File: src/rtl/spi_controller.sv
// -----------------------------------------------------------------------------
// spi_controller
//   SPI mode-0 initiator for the on-chip SPI register peripheral. Takes one
//   16-bit write frame {wr, addr[6:0], data[7:0]} per valid/ready handshake and
//   shifts it out MSB first on nCS/SCLK/COPI. Write-only (no CIPO).
//   All pin timing is derived from i_clk. Every output is a flop.
//
// Parameters
//   CLK_DIV   clk cycles per SCLK half-period (>=3)
//   CS_SETUP  clk cycles from nCS low to start of first SCLK low phase (>=3)
//   CS_HOLD   clk cycles from last SCLK fall to nCS rise (>=3)
//   CS_GAP    clk cycles nCS stays high before the next command (>=4)
//
// Ports
//   i_clk         system clock
//   i_rst         asynchronous active-high reset
//   i_cmd_valid   command present
//   o_cmd_ready   controller can accept a command
//   i_cmd_wr      frame bit 15
//   i_cmd_addr    frame bits 14:8
//   i_cmd_data    frame bits 7:0
//   o_busy        high from acceptance until back in IDLE
//   o_done        one-cycle pulse in the cycle nCS rises
//   o_ncs         chip select, active low
//   o_sclk        serial clock, idles low
//   o_copi        serial data, changes only while SCLK is low
// -----------------------------------------------------------------------------
module spi_controller #(
    parameter int CLK_DIV  = 4,
    parameter int CS_SETUP = 4,
    parameter int CS_HOLD  = 4,
    parameter int CS_GAP   = 8
) (
    input  logic       i_clk,
    input  logic       i_rst,
    input  logic       i_cmd_valid,
    output logic       o_cmd_ready,
    input  logic       i_cmd_wr,
    input  logic [6:0] i_cmd_addr,
    input  logic [7:0] i_cmd_data,
    output logic       o_busy,
    output logic       o_done,
    output logic       o_ncs,
    output logic       o_sclk,
    output logic       o_copi
);

    localparam int MAX_A = (CLK_DIV > CS_SETUP) ? CLK_DIV : CS_SETUP;
    localparam int MAX_B = (CS_HOLD > CS_GAP) ? CS_HOLD : CS_GAP;
    localparam int MAX_P = (MAX_A > MAX_B) ? MAX_A : MAX_B;
    localparam int CW    = $clog2(MAX_P);

    localparam logic [CW-1:0] DIV_LAST   = CW'(CLK_DIV - 1);
    localparam logic [CW-1:0] SETUP_LAST = CW'(CS_SETUP - 1);
    localparam logic [CW-1:0] HOLD_LAST  = CW'(CS_HOLD - 1);
    localparam logic [CW-1:0] GAP_LAST   = CW'(CS_GAP - 1);

    typedef enum logic [2:0] {
        S_IDLE,
        S_SETUP,
        S_SHIFT,
        S_HOLD,
        S_GAP
    } state_t;

    state_t        r_state, w_state_next;
    logic [CW-1:0] r_cnt, w_cnt_next;
    logic [4:0]    r_bit, w_bit_next;
    logic [15:0]   r_shift, w_shift_next;
    logic          r_ncs, w_ncs_next;
    logic          r_sclk, w_sclk_next;
    logic          r_ready, w_ready_next;
    logic          r_busy, w_busy_next;
    logic          r_done, w_done_next;

    always_ff @(posedge i_clk or posedge i_rst) begin
        if (i_rst) begin
            r_state <= S_IDLE;
            r_cnt   <= '0;
            r_bit   <= '0;
            r_shift <= '0;
            r_ncs   <= 1'b1;
            r_sclk  <= 1'b0;
            r_ready <= 1'b0;
            r_busy  <= 1'b0;
            r_done  <= 1'b0;
        end else begin
            r_state <= w_state_next;
            r_cnt   <= w_cnt_next;
            r_bit   <= w_bit_next;
            r_shift <= w_shift_next;
            r_ncs   <= w_ncs_next;
            r_sclk  <= w_sclk_next;
            r_ready <= w_ready_next;
            r_busy  <= w_busy_next;
            r_done  <= w_done_next;
        end
    end

    always_comb begin
        w_state_next = r_state;
        w_cnt_next   = r_cnt;
        w_bit_next   = r_bit;
        w_shift_next = r_shift;
        w_ncs_next   = r_ncs;
        w_sclk_next  = r_sclk;
        w_ready_next = r_ready;
        w_busy_next  = r_busy;
        w_done_next  = 1'b0;

        case (r_state)
            S_IDLE: begin
                w_ready_next = 1'b1;
                w_busy_next  = 1'b0;
                w_ncs_next   = 1'b1;
                w_sclk_next  = 1'b0;
                // Handshake uses the registered ready the source actually saw.
                if (i_cmd_valid && r_ready) begin
                    w_shift_next = {i_cmd_wr, i_cmd_addr, i_cmd_data};
                    w_ncs_next   = 1'b0;
                    w_busy_next  = 1'b1;
                    w_ready_next = 1'b0;
                    w_cnt_next   = '0;
                    w_bit_next   = '0;
                    w_state_next = S_SETUP;
                end
            end
            S_SETUP: begin
                if (r_cnt == SETUP_LAST) begin
                    w_cnt_next   = '0;
                    w_state_next = S_SHIFT;
                end else begin
                    w_cnt_next = r_cnt + 1'b1;
                end
            end
            S_SHIFT: begin
                if (r_cnt == DIV_LAST) begin
                    w_cnt_next  = '0;
                    w_sclk_next = ~r_sclk;
                    if (r_sclk) begin
                        // Falling edge: present the next bit, except after the
                        // 16th fall where bit 0 stays on COPI through HOLD.
                        w_bit_next = r_bit + 1'b1;
                        if (r_bit == 5'd15) begin
                            w_state_next = S_HOLD;
                        end else begin
                            w_shift_next = {r_shift[14:0], 1'b0};
                        end
                    end
                end else begin
                    w_cnt_next = r_cnt + 1'b1;
                end
            end
            S_HOLD: begin
                if (r_cnt == HOLD_LAST) begin
                    w_cnt_next   = '0;
                    w_ncs_next   = 1'b1;
                    w_shift_next = '0;   // returns COPI to 0 with nCS
                    w_done_next  = 1'b1;
                    w_state_next = S_GAP;
                end else begin
                    w_cnt_next = r_cnt + 1'b1;
                end
            end
            S_GAP: begin
                if (r_cnt == GAP_LAST) begin
                    w_cnt_next   = '0;
                    w_busy_next  = 1'b0;
                    w_ready_next = 1'b1;
                    w_state_next = S_IDLE;
                end else begin
                    w_cnt_next = r_cnt + 1'b1;
                end
            end
            default: begin
                w_state_next = S_IDLE;
            end
        endcase
    end

    // COPI is taken straight from the shift register MSB, which is itself a flop.
    assign o_copi      = r_shift[15];
    assign o_ncs       = r_ncs;
    assign o_sclk      = r_sclk;
    assign o_cmd_ready = r_ready;
    assign o_busy      = r_busy;
    assign o_done      = r_done;

endmodule

File: config.mk
export PLATFORM = sky130hd
export DESIGN_NAME = spi_controller
export DESIGN_NICKNAME = d
export VERILOG_FILES = /design/src/rtl/spi_controller.sv
export SDC_FILE = /design/constraint.sdc
export NUM_CORES = 1
export LEC_CHECK = 0
export CAP_MARGIN = 10
export CORE_MARGIN = 2
export CORE_UTILIZATION = 58
export DETAILED_ROUTE_END_ITERATION = 10
export PLACE_DENSITY = 0.87
export SLEW_MARGIN = 0
export SYNTH_ARGS = -nofsm -noshare
export SYNTH_HDL_FRONTEND = slang
export SYNTH_SLANG_ARGS = --single-unit
File: constraint.sdc
create_clock -name i_clk -period 3.15 [get_ports i_clk]
set_input_delay 0.63 -clock i_clk [delete_from_list [all_inputs] [get_ports i_clk]]
set_output_delay 0.63 -clock i_clk [all_outputs]
set_load 0.03 [all_outputs]
# Word level (Yosys, flattened, before mapping)
# Cells that the tools add are included.
[totals]
inputBits = 19
out_inout_bits = 6
word_cells = 76
regBits = 32
[classes]
bitwise = 1
muxes = 34
add_sub_neg = 2
n_eq_ne = 15
n_reduce_logical = 15
[ops]
columns = ["cell", "count"]
rows = [
  ["$mux 16", 5],
  ["$pmux 16 s3", 1],
  ["$mux 3", 10],
  ["$ne 2x2->1 const B", 8],
  ["$mux 5", 3],
  ["$pmux 3 s5", 1],
  ["$pmux 5 s2", 1],
  ["$eq 3x2->1 const B", 3],
  ["$pmux 3 s3", 1],
  ["$mux 1", 8],
  ["$pmux 1 s2", 4],
  ["$reduce_and 2->1", 4],
  ["$reduce_and 7->1", 1],
  ["$eq 3x3->1 const B", 2],
  ["$reduce_and 6->1", 1],
  ["$reduce_bool 2->1", 3],
  ["$reduce_bool 3->1", 2],
  ["$add 5x1->5 const B", 1],
  ["$eq 5x4->1 const B", 1],
  ["$reduce_and 4->1", 1],
  ["$add 3x1->3 const B", 1],
  ["$eq 3x1->1 const B", 1],
  ["$logic_not 3->1", 1],
  ["$reduce_or 3->1", 1],
  ["2 further kinds", 2],
]

# Logic depth before layout (Yosys ltp)
[depth]
ltp_word = 5
ltp_mapped = 8
mapped_depth_nobuf = 7

# Worst setup path after synthesis
# Ideal clock, no wire load.
[synth_path]
kind = "flip-flop to flip-flop"
startpoint = "register r_cnt[0]"
endpoint = "register r_shift[0]"
path_slack_ns = 1.276
setup_time_ns = 0.125
path_stages_with_launch = 8
arrival_time_ns = 1.749
path_cell_list = "dfrtp_1 ha_1 ha_1 buf_2 nand2_1 a21oi_1 o221ai_4 mux2_4"
[synth_via]
elab_chain_cells = 3
word_cells_on_any_way = 4
[synth_lines]
columns = ["element", "line_no", "source"]
rows = [
  ["start: declaration", "67", "logic [CW-1:0] r_cnt, w_cnt_next;"],
  ["start signal: assignment", "89", "r_cnt <= w_cnt_next;"],
  ["$eq 3x2->1 (*)", "137, 155", ""],
  ["$ne 2x2->1 (no line)", "n/a", ""],
  ["$reduce_and 6->1 (no line) (*)", "n/a", ""],
  ["end signal: assignment", "91", "r_shift <= w_shift_next;"],
  ["end: declaration", "69", "logic [15:0] r_shift, w_shift_next;"],
]
# Every way passes the cells marked *; elsewhere a longest branch is shown, timed or not.
# A chain may end at the register's enable or synchronous reset.

# Worst setup path in the final report
[layout_path]
startpoint = "input port i_cmd_valid"
endpoint = "register r_shift[8]"
[layout_via]
elab_chain_cells = 3
[layout_lines]
columns = ["element", "line_no", "source"]
rows = [
  ["start: declaration", "36", "input logic i_cmd_valid,"],
  ["$logic_and 1x1->1", "118", "if (i_cmd_valid && r_ready) begin"],
  ["$ne 2x2->1 (no line)", "n/a", ""],
  ["$reduce_and 6->1 (no line)", "n/a", ""],
]
# No other way between the ends.

==> results.txt <==
final clock period utilization by the worst path: 69.64%
final standard cell count with taps included and fillers excluded: 256
maximum fanout count along the critical path: 10
Worst EP required: 3400 ps
Seq cells post-synth: 32
die outline area: 3614 um^2
global route total overflow: 0
worst setup path class: input port to register
path type of the worst min-delay path: register to register
sequential cell area fraction in the yosys report: 43.90%
Final Slew Violations: 0
placer's final routability congestion estimate: 0.7936
vias in the first global route: 1304
initial antenna violation count: 0
HPWL after detailed placement: 2642 um
combinational family with the most area after synthesis: simple AND/OR/NAND/NOR gates
synthesized-area fraction occupied by ao, oa, aoi and oai cells: 14.93%
net count of the finished layout: 237
Core Area: 3028 um^2
register clock-pin slew on the reported worst setup and hold paths: 110 ps
final hold violation count: 0
clock skew after layout: 11.55 ps
buffer and inverter count on the worst path: 2
CP max-delay cell: sky130_fd_sc_hd__clkdlybuf4s50_1
RSZ-0062 raised after global routing: no
Routed Wire Length: 3571 um
reported max-cap violation count: 0
endpoint type of the worst setup path: register
cell row count: 20
arrival time of the worst setup path: 2440 ps
Multi-input gate area: 867.1 um^2
Final Cell Area: 2138 um^2
hold buffer count at cts: 0
mux contribution to synthesized area: 9.932%
area added between synthesis and finish: 17.05%
Die Span Y: 60.12 um
mean instance size in the synthesized netlist: 9.717 um^2
Post-CTS Resized: 0
antenna diode count: 0
clock tree from TritonCTS: done
via total after detailed routing: 1402
count of antenna-violating nets left after detailed routing: 0
cell chain of the critical path: clkdlybuf4s50_1, and3b_4, or2_4, o221ai_4, buf_4, mux2i_1
Hold Path Cell Cnt: 1
maximum buffer depth of the clock tree: 2
startpoint of the worst register-to-register path: r_cnt[0]
first-pass GRT wire length: 5940 um
Post-Syn Nets: 214
result of the run: finished clean
IO buf count: 24
initial standard-cell utilization of the core: 60.33%
Yosys Warn Count: 0
fmax: 0.4558 GHz
R2R Path End: r_shift[8]
post-detailed-route DRC marker count: 0
number of iterations in the first detailed-routing pass: 4
Unique masters post-synth: 42
total area of sequential cells: 802.0 um^2
Lkg Pwr: 0.9358 nW
basic-gate share of the synthesized area counting and, or, nand and nor cells: 16.85%
Placed Area: 2077 um^2
xor and xnor fraction of the mapped netlist area: 0.9589%
number of vias per cell: 5.477
Cell Area, Synth: 1827 um^2
final setup fails: 0
longest individual stage delay on the worst path: 440 ps
GR Util All Layers: 22.35%
number of CTS-inserted buffers: 5
largest net degree at the start of global routing: 20
startpoint type of the worst setup path: input port
worst ir drop on vdd: 0.2018 mV
number of standard cells after synthesis: 188
Die X: 60.12 um
slew at the pin closest to its max-slew limit: 701.4 ps
Post-CTS Setup Bufs: 0
clock latency at the later pin of the worst-skew pair: 330 ps
fraction of final layout cells sized beyond drive strength 1: 11.32%
sink count of the clock tree: 32
relative max-transition margin: 53.19%
Fill cells: 237
kind of cell with the highest combined delay on the critical path: buffers and inverters
slack of the worst reg-to-reg path: 970 ps
H-Tree Level Count: 2
cell count after placement: 248
Sum Neg Setup Slack: 0 ps
Clock Root Buffer: sky130_fd_sc_hd__clkbuf_4
WHS Endpoint: r_bit[3]
share of synthesized cell area in full adder, half adder and majority cells: 4.795%
number of cells on the worst reg-to-reg path: 7
count of routing violations after the opening detailed-route iteration: 57
detailed-route wire length per cell: 13.95 um
Cell Pwr Density: 323.2 nW/um^2
launch point of the worst hold path: r_bit[3]
Final min period: 2194 ps
number of ports placed on the die boundary: 25
## synthesized netlist by cell type, drive strengths merged
cell type / count / share of area (%)
a211oi: 1 / 0.41
a21oi: 23 / 6.3
a22o: 1 / 0.48
a2bb2oi: 1 / 0.48
a311oi: 1 / 0.48
and2: 1 / 0.48
and3: 1 / 0.34
and3b: 1 / 0.68
buf: 5 / 2.7
clkbuf: 7 / 1.4
dfrtp: 31 / 42
dfstp: 1 / 1.4
ha: 7 / 4.8
inv: 22 / 4.5
mux2: 3 / 2.3
mux2i: 14 / 7.7
nand2: 12 / 2.5
nand2b: 3 / 1.0
nand3: 3 / 0.82
nand4: 1 / 0.34
nor2: 8 / 1.9
nor2b: 1 / 0.34
nor3: 4 / 1.1
nor3b: 15 / 6.2
o21a: 1 / 0.41
o21ai: 9 / 2.5
o221ai: 2 / 2.3
o22ai: 1 / 0.34
o31ai: 2 / 0.82
o41ai: 1 / 0.48
or2: 2 / 0.82
or3: 1 / 0.34
xnor2: 2 / 0.96
## layout make-up
type,count,area share (%)
clock inverter,2,0.4681
tap,44,2.575
timing repair buffer,28,12.64
sequential,32,37.51
inverter,22,3.862
multi-input combinational,122,40.55
clock buffer,6,2.399
## worst max-delay path by stage
stage / startpoint / endpoint / slack [ps] / cells past startpoint
finish: i_cmd_valid / r_shift[8] / 960 / 6
CTS: i_cmd_valid / r_shift[8] / 970 / 6
global placement: i_cmd_valid / r_shift[8] / 670 / 6
floorplan: r_cnt[0] / r_shift[0] / 1280 / 7
global route: r_cnt[0] / r_shift[8] / 820 / 7
detailed placement: i_cmd_valid / r_shift[8] / 630 / 6
## kinds of logic after synthesis
kind of cell | count (synthesis)
AO/OA/AOI/OAI | 43
XOR/XNOR | 2
adder cells (fa/ha/maj) | 7
buffers and inverters | 34
flip-flops | 32
multiplexers | 17
AND/OR/NAND/NOR | 53
## flip-flops by register name, summed over array words and instances, names as in the netlist
signal       count
r_cnt            3
o_busy           1
o_sclk           1
r_shift         16
o_done           1
r_state          3
o_ncs            1
o_cmd_ready      1
r_bit            5
## power by group
group | switching (mW) | internal (mW) | total (mW)
clock | 0.143 | 0.106 | 0.249
sequential | 0 | 0.411 | 0.411
combinational | 0.0113 | 0.0205 | 0.0319
## routing by layer
layer / wire length [um] / part of all wire, % / GRT usage (%) / vias up
li1: - / - / - / 689
met3: 80 / 2.2 / 3.896 / 4
met5: 0 / 0 / 0 / -
met1: 1644 / 46 / 30.51 / 688
met2: 1820 / 51 / 35.71 / 21
met4: 25 / 0.70 / 7.619 / 0
## worst reg2reg max path: stages, from the launching register on
cell and delay (ps):
sky130_fd_sc_hd__dfrtp_1 440, sky130_fd_sc_hd__ha_1 270, sky130_fd_sc_hd__ha_1 320, sky130_fd_sc_hd__nand2_1 130, sky130_fd_sc_hd__a21oi_1 70, sky130_fd_sc_hd__o221ai_4 420, sky130_fd_sc_hd__buf_4 280, sky130_fd_sc_hd__mux2i_1 200
## cells in the final DEF (no fill, tap or decap), types with 2 or more instances in the layout
cell type / instances
sky130_fd_sc_hd__nand3_1: 3
sky130_fd_sc_hd__nor3_1: 4
sky130_fd_sc_hd__dfrtp_1: 31
sky130_fd_sc_hd__nor2_1: 6
sky130_fd_sc_hd__nand2b_1: 3
sky130_fd_sc_hd__mux2i_1: 14
sky130_fd_sc_hd__clkinv_2: 2
sky130_fd_sc_hd__ha_1: 7
sky130_fd_sc_hd__clkdlybuf4s50_1: 24
sky130_fd_sc_hd__xnor2_1: 2
sky130_fd_sc_hd__nor3b_1: 15
sky130_fd_sc_hd__buf_4: 4
sky130_fd_sc_hd__o31ai_1: 2
sky130_fd_sc_hd__nor2_2: 2
sky130_fd_sc_hd__mux2_4: 2
sky130_fd_sc_hd__nand2_1: 12
sky130_fd_sc_hd__a21oi_1: 23
sky130_fd_sc_hd__o21ai_1: 8
sky130_fd_sc_hd__inv_1: 21
sky130_fd_sc_hd__clkbuf_4: 5
## metrics by stage
stage	hold slack, ps	utilization [%]	total power [mW]	worst slack, ps
after global routing	490.6	70.62	0.7116	822.7
after floorplan	440.5	-	0.4250	1276
after CTS	484.6	70.62	0.6951	973.8
final	478.3	70.62	0.6912	956.2
after detailed placement	469.5	68.60	0.4515	632.3
after global placement	455.6	68.60	0.4507	673.8
Note: power is estimated with default switching activity, not from simulation.
==> variant 1 (same settings) <==
Re-encode `state_t` (5 states) as one-hot, 5 bits wide.
--- a/src/rtl/spi_controller.sv
+++ b/src/rtl/spi_controller.sv
@@ -57,8 +57,8 @@
 
-    typedef enum logic [2:0] {
-        S_IDLE,
-        S_SETUP,
-        S_SHIFT,
-        S_HOLD,
-        S_GAP
+    typedef enum logic [4:0] {
+        S_IDLE  = 5'b00001,
+        S_SETUP = 5'b00010,
+        S_SHIFT = 5'b00100,
+        S_HOLD  = 5'b01000,
+        S_GAP   = 5'b10000
     } state_t;
Formal check against the unedited RTL: same outputs for any inputs over 10 cycles, from zero or initial values and one cycle with i_rst high; not proved beyond that.
==> variant 1 against the unedited design <==
- sequential cell count grew 2
- critical path type is now flop to primary output
- count of clock-buffer cells in the layout is the same
- via count shrank 5.0%
- fmax shrank 3.6%
- cell area grew 3.0%
- non-clock buffer count shrank 3
- clock skew grew 0.0037 ns
- critical path depth shrank 5
- largest cell class unchanged
- setup slack lost 0.083 ns
- synthesized area grew 1.7%
- routed wire length grew 2.2%
Power is not compared: it rests on default switching activity, and its combinational part moved more than twofold at a synthesized area within 25%.
==> variant 1: results (changes against the unedited design) <==
| Metric | Value |
|---|---|
| Run status | `completed` |
| FF-to-FF Start | `r_state[1]` |
| Clk slew on worst S/H paths | `about 0.12 ns` |
| Fin nets | `208 (-12%)` |
| Clock Tree Buf Depth | `2 (unchanged)` |
| Placer congestion estimate | `0.8784 (+11%)` |
| Root buf cell | `clkbuf_4` |
| Final antenna diode count | `0 (unchanged)` |
| Share of layout cells above drive strength 1 | `0.1957 (+0.08244)` |
| Yosys Warn Count | `0 (unchanged)` |
| HP Class | `flop to flop` |
| Post-synthesis sequential area ratio | `0.4593 (+0.02022)` |
| Switch Pwr | `682.3 µW` |
| Max Clock Skew | `0.01529 ns (+0.003744 ns)` |
| Mux cell area share after synthesis | `0.1158 (+0.01651)` |
| Post-Synth Adder-Cell Area | `0.04040 (-0.007541)` |
| Reg2reg setup slack | `0.90 ns (-0.07 ns)` |
| Slew @ Worst Pin | `0.7130 ns (+0.01160 ns)` |
| Mean Syn Cell Area | `11.47 µm² (+18%)` |
| Post-synthesis compound-gate area fraction | `0.1764 (+0.02712)` |
| Vias per cell | `5.842 (+6.7%)` |
| Commonest cells in the synthesized netlist | `dfrtp_1, a22o_1, mux2_2` |
| Post_cts resized | `0 (unchanged)` |
| Final wirelength | `3651 µm (+2.2%)` |
| Crit path capture | `o_sclk` |
| DPL Wire Length | `2675 µm (+1.3%)` |
| Crit path DAT | `1.65 ns (-0.79 ns)` |
| Number of global-route vias before repair | `1339 (+2.7%)` |
| Hold Path Origin | `o_busy` |
| Cell count of the worst reg-to-reg path | `4 (-3)` |
| Peak supply drop | `412.3 µV` |
| # Post-CTS Setup Buffers | `0 (unchanged)` |
| GR Util All Layers | `0.2267 (+0.003226)` |
| Num CTS Buffers | `5 (unchanged)` |
| Placed insts | `220 (-11%)` |
| Clk Latency, worst-skew pair | `0.34 ns` |
| Sink of the worst hold path | `o_busy` |
| Post-Layout Cell Count | `228 (-11%)` |
| Worst R2R End | `r_shift[11]` |
| Synth area leaders | `dfrtp_1, mux2_2, a22o_1, ha_1, dfstp_2` |
| Critical path startpoint | `o_sclk` |
| Cell family with most CP delay | `buffers and inverters` |
| Biggest regs | `r_shift: 16 flops, r_bit: 5 flops, r_state: 5 flops` |
| Primary FF master, synth | `dfrtp_1` |
| Worst hold path depth | `1 (unchanged)` |
| Initial drt markers | `49 (-14%)` |
| Slowest cell on the critical path | `clkdlybuf4s50_1` |
| Post-synth ARST share | `1.000 (unchanged)` |
| Xor and xnor area share after synthesis | `0.01886 (+0.009266)` |
| Port Buffer Count | `24 (unchanged)` |
| H-tree depth | `2 (unchanged)` |
| Leakage power | `1.046 nW` |
| Layout fillers | `229 (-3.4%)` |
| Largest stage delay, worst path | `0.74 ns (+0.30 ns)` |
| Global-route wire length before repair | `6003 µm (+1.1%)` |
| Crit path max fanout | `9 (-1)` |
| Syn nets | `187 (-13%)` |
| Synth cell types | `43 (+2.4%)` |
[variant 1: changes by cell type after synthesis, moves of 10 or more]
| cell | change |
|---|---|
| inv_1 | -10 |
| a21oi_1 | -19 |
| mux2i_1 | -12 |
| nor3b_1 | -15 |
| mux2_2 | +15 |
| a22o_1 | +17 |
[variant 1: layout make-up]
cell class / instances / area (µm²) / area share
Sequential cell: 34 / 853.3 / 0.3875
Timing Repair Buffer: 25 / 247.7 / 0.1125
Multi-Input combinational cell: 106 / 893.4 / 0.4057
Clock inverter: 2 / 60.06 / 0.02727
Clock buffer: 6 / 51.30 / 0.02330
Inverter: 11 / 41.29 / 0.01875
Tap cell: 44 / 55.05 / 0.02500
[variant 1: power by group through the flow]
stage / Combinational (mW) / Sequential (mW) / Clock, mW
floorplan: 0.713 / 0.718 / 0
global placement: 0.812 / 0.728 / 0
detailed placement: 0.847 / 0.746 / 0
CTS: 0.851 / 0.737 / 0.427
global route: 0.923 / 0.755 / 0.443
finish: 0.843 / 0.737 / 0.422
[variant 1: per-stage QoR]
stage	setup slack, ns	hold slack, ns	total power, mW	area [µm²]
2_1_floorplan	1.212	0.4658	1.431	1858
3_5_place_dp	0.8818	0.4740	1.593	2091
5_1_grt	0.7478	0.5400	2.121	2202
6_report	0.8734	0.4969	2.003	2202
4_1_cts	0.8923	0.4985	2.015	2202
3_3_place_gp	0.9350	0.4588	1.539	2091
[variant 1: layer usage]
metal | global-route usage | wire length, µm | vias to the layer above
li1 | - | - | 630
met1 | 0.2833 | 1561 | 656
met2 | 0.3702 | 1895 | 39
met3 | 0.06397 | 145 | 7
met4 | 0.09627 | 48 | 0
met5 | 0 | 0 | -
==> variant 2 (same settings) <==
Without the edit above. Change the parameter `CLK_DIV` from 4 to 8.
--- a/src/rtl/spi_controller.sv
+++ b/src/rtl/spi_controller.sv
@@ -28,3 +28,3 @@
 module spi_controller #(
-    parameter int CLK_DIV  = 4,
+    parameter int CLK_DIV  = 8,
     parameter int CS_SETUP = 4,
Function: no difference found for any inputs over 10 cycles, from zero or initial values and one cycle with i_rst high; that may be too few to reach the edited logic, so the function may still have changed.
==> variant 2 against the unedited design <==
- die area shrank 0.63%
- routed wire length is 1.3% lower
- synthesized area down 0.68%
- worst hold slack gained 0.015 ns
- largest cell class unchanged
- cell area up 0.70%
- setup slack got worse by 0.0060 ns
- sequential cell count is the same
Power is left out: it rests on default switching activity, and per cell area and clock period it moved more than threefold.
==> variant 2: results (changes against the unedited design) <==
| Metric | Value |
|---|---|
| Synth cell types | `43 (+2.4%)` |
| Worst R2R End | `r_shift[14]` |
| Critical path startpoint | `o_ncs` |
| Crit path max fanout | `3 (-7)` |
| Placer congestion estimate | `0.7382 (-7.0%)` |
| Number of global-route vias before repair | `1302 (-0.15%)` |
| Run status | `completed` |
| Routed WL per cell | `14.74 µm (+5.7%)` |
| Largest net degree at the start of global routing | `26 (+30%)` |
| Initial drt markers | `37 (-35%)` |
| Vias per cell | `5.569 (+1.7%)` |
| Share of layout cells above drive strength 1 | `0.1019 (-0.01127)` |
| Commonest cells in the synthesized netlist | `dfrtp_1, inv_1, mux2i_1` |
| Syn nets | `206 (-3.7%)` |
| Clk Latency, worst-skew pair | `0.35 ns (+0.02 ns)` |
| Post-synthesis compound-gate area fraction | `0.1448 (-0.004487)` |
| Worst hold path depth | `2 (+1)` |
| GR Util All Layers | `0.2270 (+0.003487)` |
| Num CTS Buffers | `5 (unchanged)` |
| Hold Path Origin | `r_bit[4]` |
| Global-route wire length before repair | `5844 µm (-1.6%)` |
| Sink of the worst hold path | `r_bit[4]` |
| Layout fillers | `234 (-1.3%)` |
| Mux cell area share after synthesis | `0.1145 (+0.01517)` |
| Cell count of the worst reg-to-reg path | `5 (-2)` |
| Synth area leaders | `dfrtp_1, mux2i_1, nor3b_1, inv_1, a21oi_1` |
| Xor and xnor area share after synthesis | `0.004828 (-0.004761)` |
| DPL Wire Length | `2441 µm (-7.6%)` |
-- variant 2: cell types whose count changed in the layout (fill, tap and decap cells not counted), moves of 2 or more --
cell,before,now
a21oi_1,23,15
nand2b_1,3,7
mux2i_1,14,17
o21ai_0,1,4
o21ai_1,8,5
clkinv_2,2,0
nand2_1,12,10
nand3_1,3,1
nor3_1,4,2
xnor2_1,2,0
-- variant 2: final cells by class --
cell class	count	area (µm²)	share of cell area
multi-input combinational	116	862.1	0.4003
clock buffer	7	65.06	0.03021
sequential	32	802.0	0.3725
timing repair buffer	28	270.3	0.1255
tap	33	41.29	0.01917
inverter	22	82.58	0.03835
clock inverter	1	30.03	0.01395
-- variant 2: how the worst max path moves through the flow --
stage                     cells after the start           to
final                                         1        o_ncs
after global routing                          8  r_shift[11]
after CTS                                     1        o_ncs
after detailed placement                      6   r_shift[7]
after global placement                        6  r_shift[11]
after floorplan                               7   r_shift[1]
-- variant 2: tightest hold or removal path: stages, from the launching register on --
cell	delay [ns]
dfrtp_1	0.36
nand2_1	0.05
o41ai_1	0.05
-- variant 2: layer usage --
metal / part of all wire / up-vias / GRT usage
met1: 0.43 / 622 / 0.2698
met3: 0.044 / 8 / 0.07143
met2: 0.50 / 36 / 0.3758
met5: 0 / - / 0
met4: 0.020 / 0 / 0.09841
li1: - / 665 / -
-- variant 2: cell families (layout without fill, tap and decap cells) --
logic type | Yosys count | count (layout)
DFF | 32 | 32
muxes | 20 | 20
buffers and inverters | 33 | 58
AOI/OAI and AO/OA | 38 | 38
xor gates and xnor gates | 1 | 1
adders and majority gates | 6 | 6
and+or+nand+nor | 51 | 51
-- variant 2: per-stage QoR --
step / hold WS, ns / utilization / setup slack [ns] / instances / instance area (µm²)
5_1_grt: 0.5302 / 0.7171 / 0.8511 / 239 / 2153
3_5_place_dp: 0.4743 / 0.6854 / 0.7427 / 231 / 2058
3_3_place_gp: 0.4545 / 0.6854 / 0.8352 / 231 / 2058
4_1_cts: 0.4950 / 0.7171 / 0.9399 / 239 / 2153
2_1_floorplan: 0.4405 / - / 1.155 / 181 / 1814
6_report: 0.4935 / 0.7171 / 0.9502 / 239 / 2153
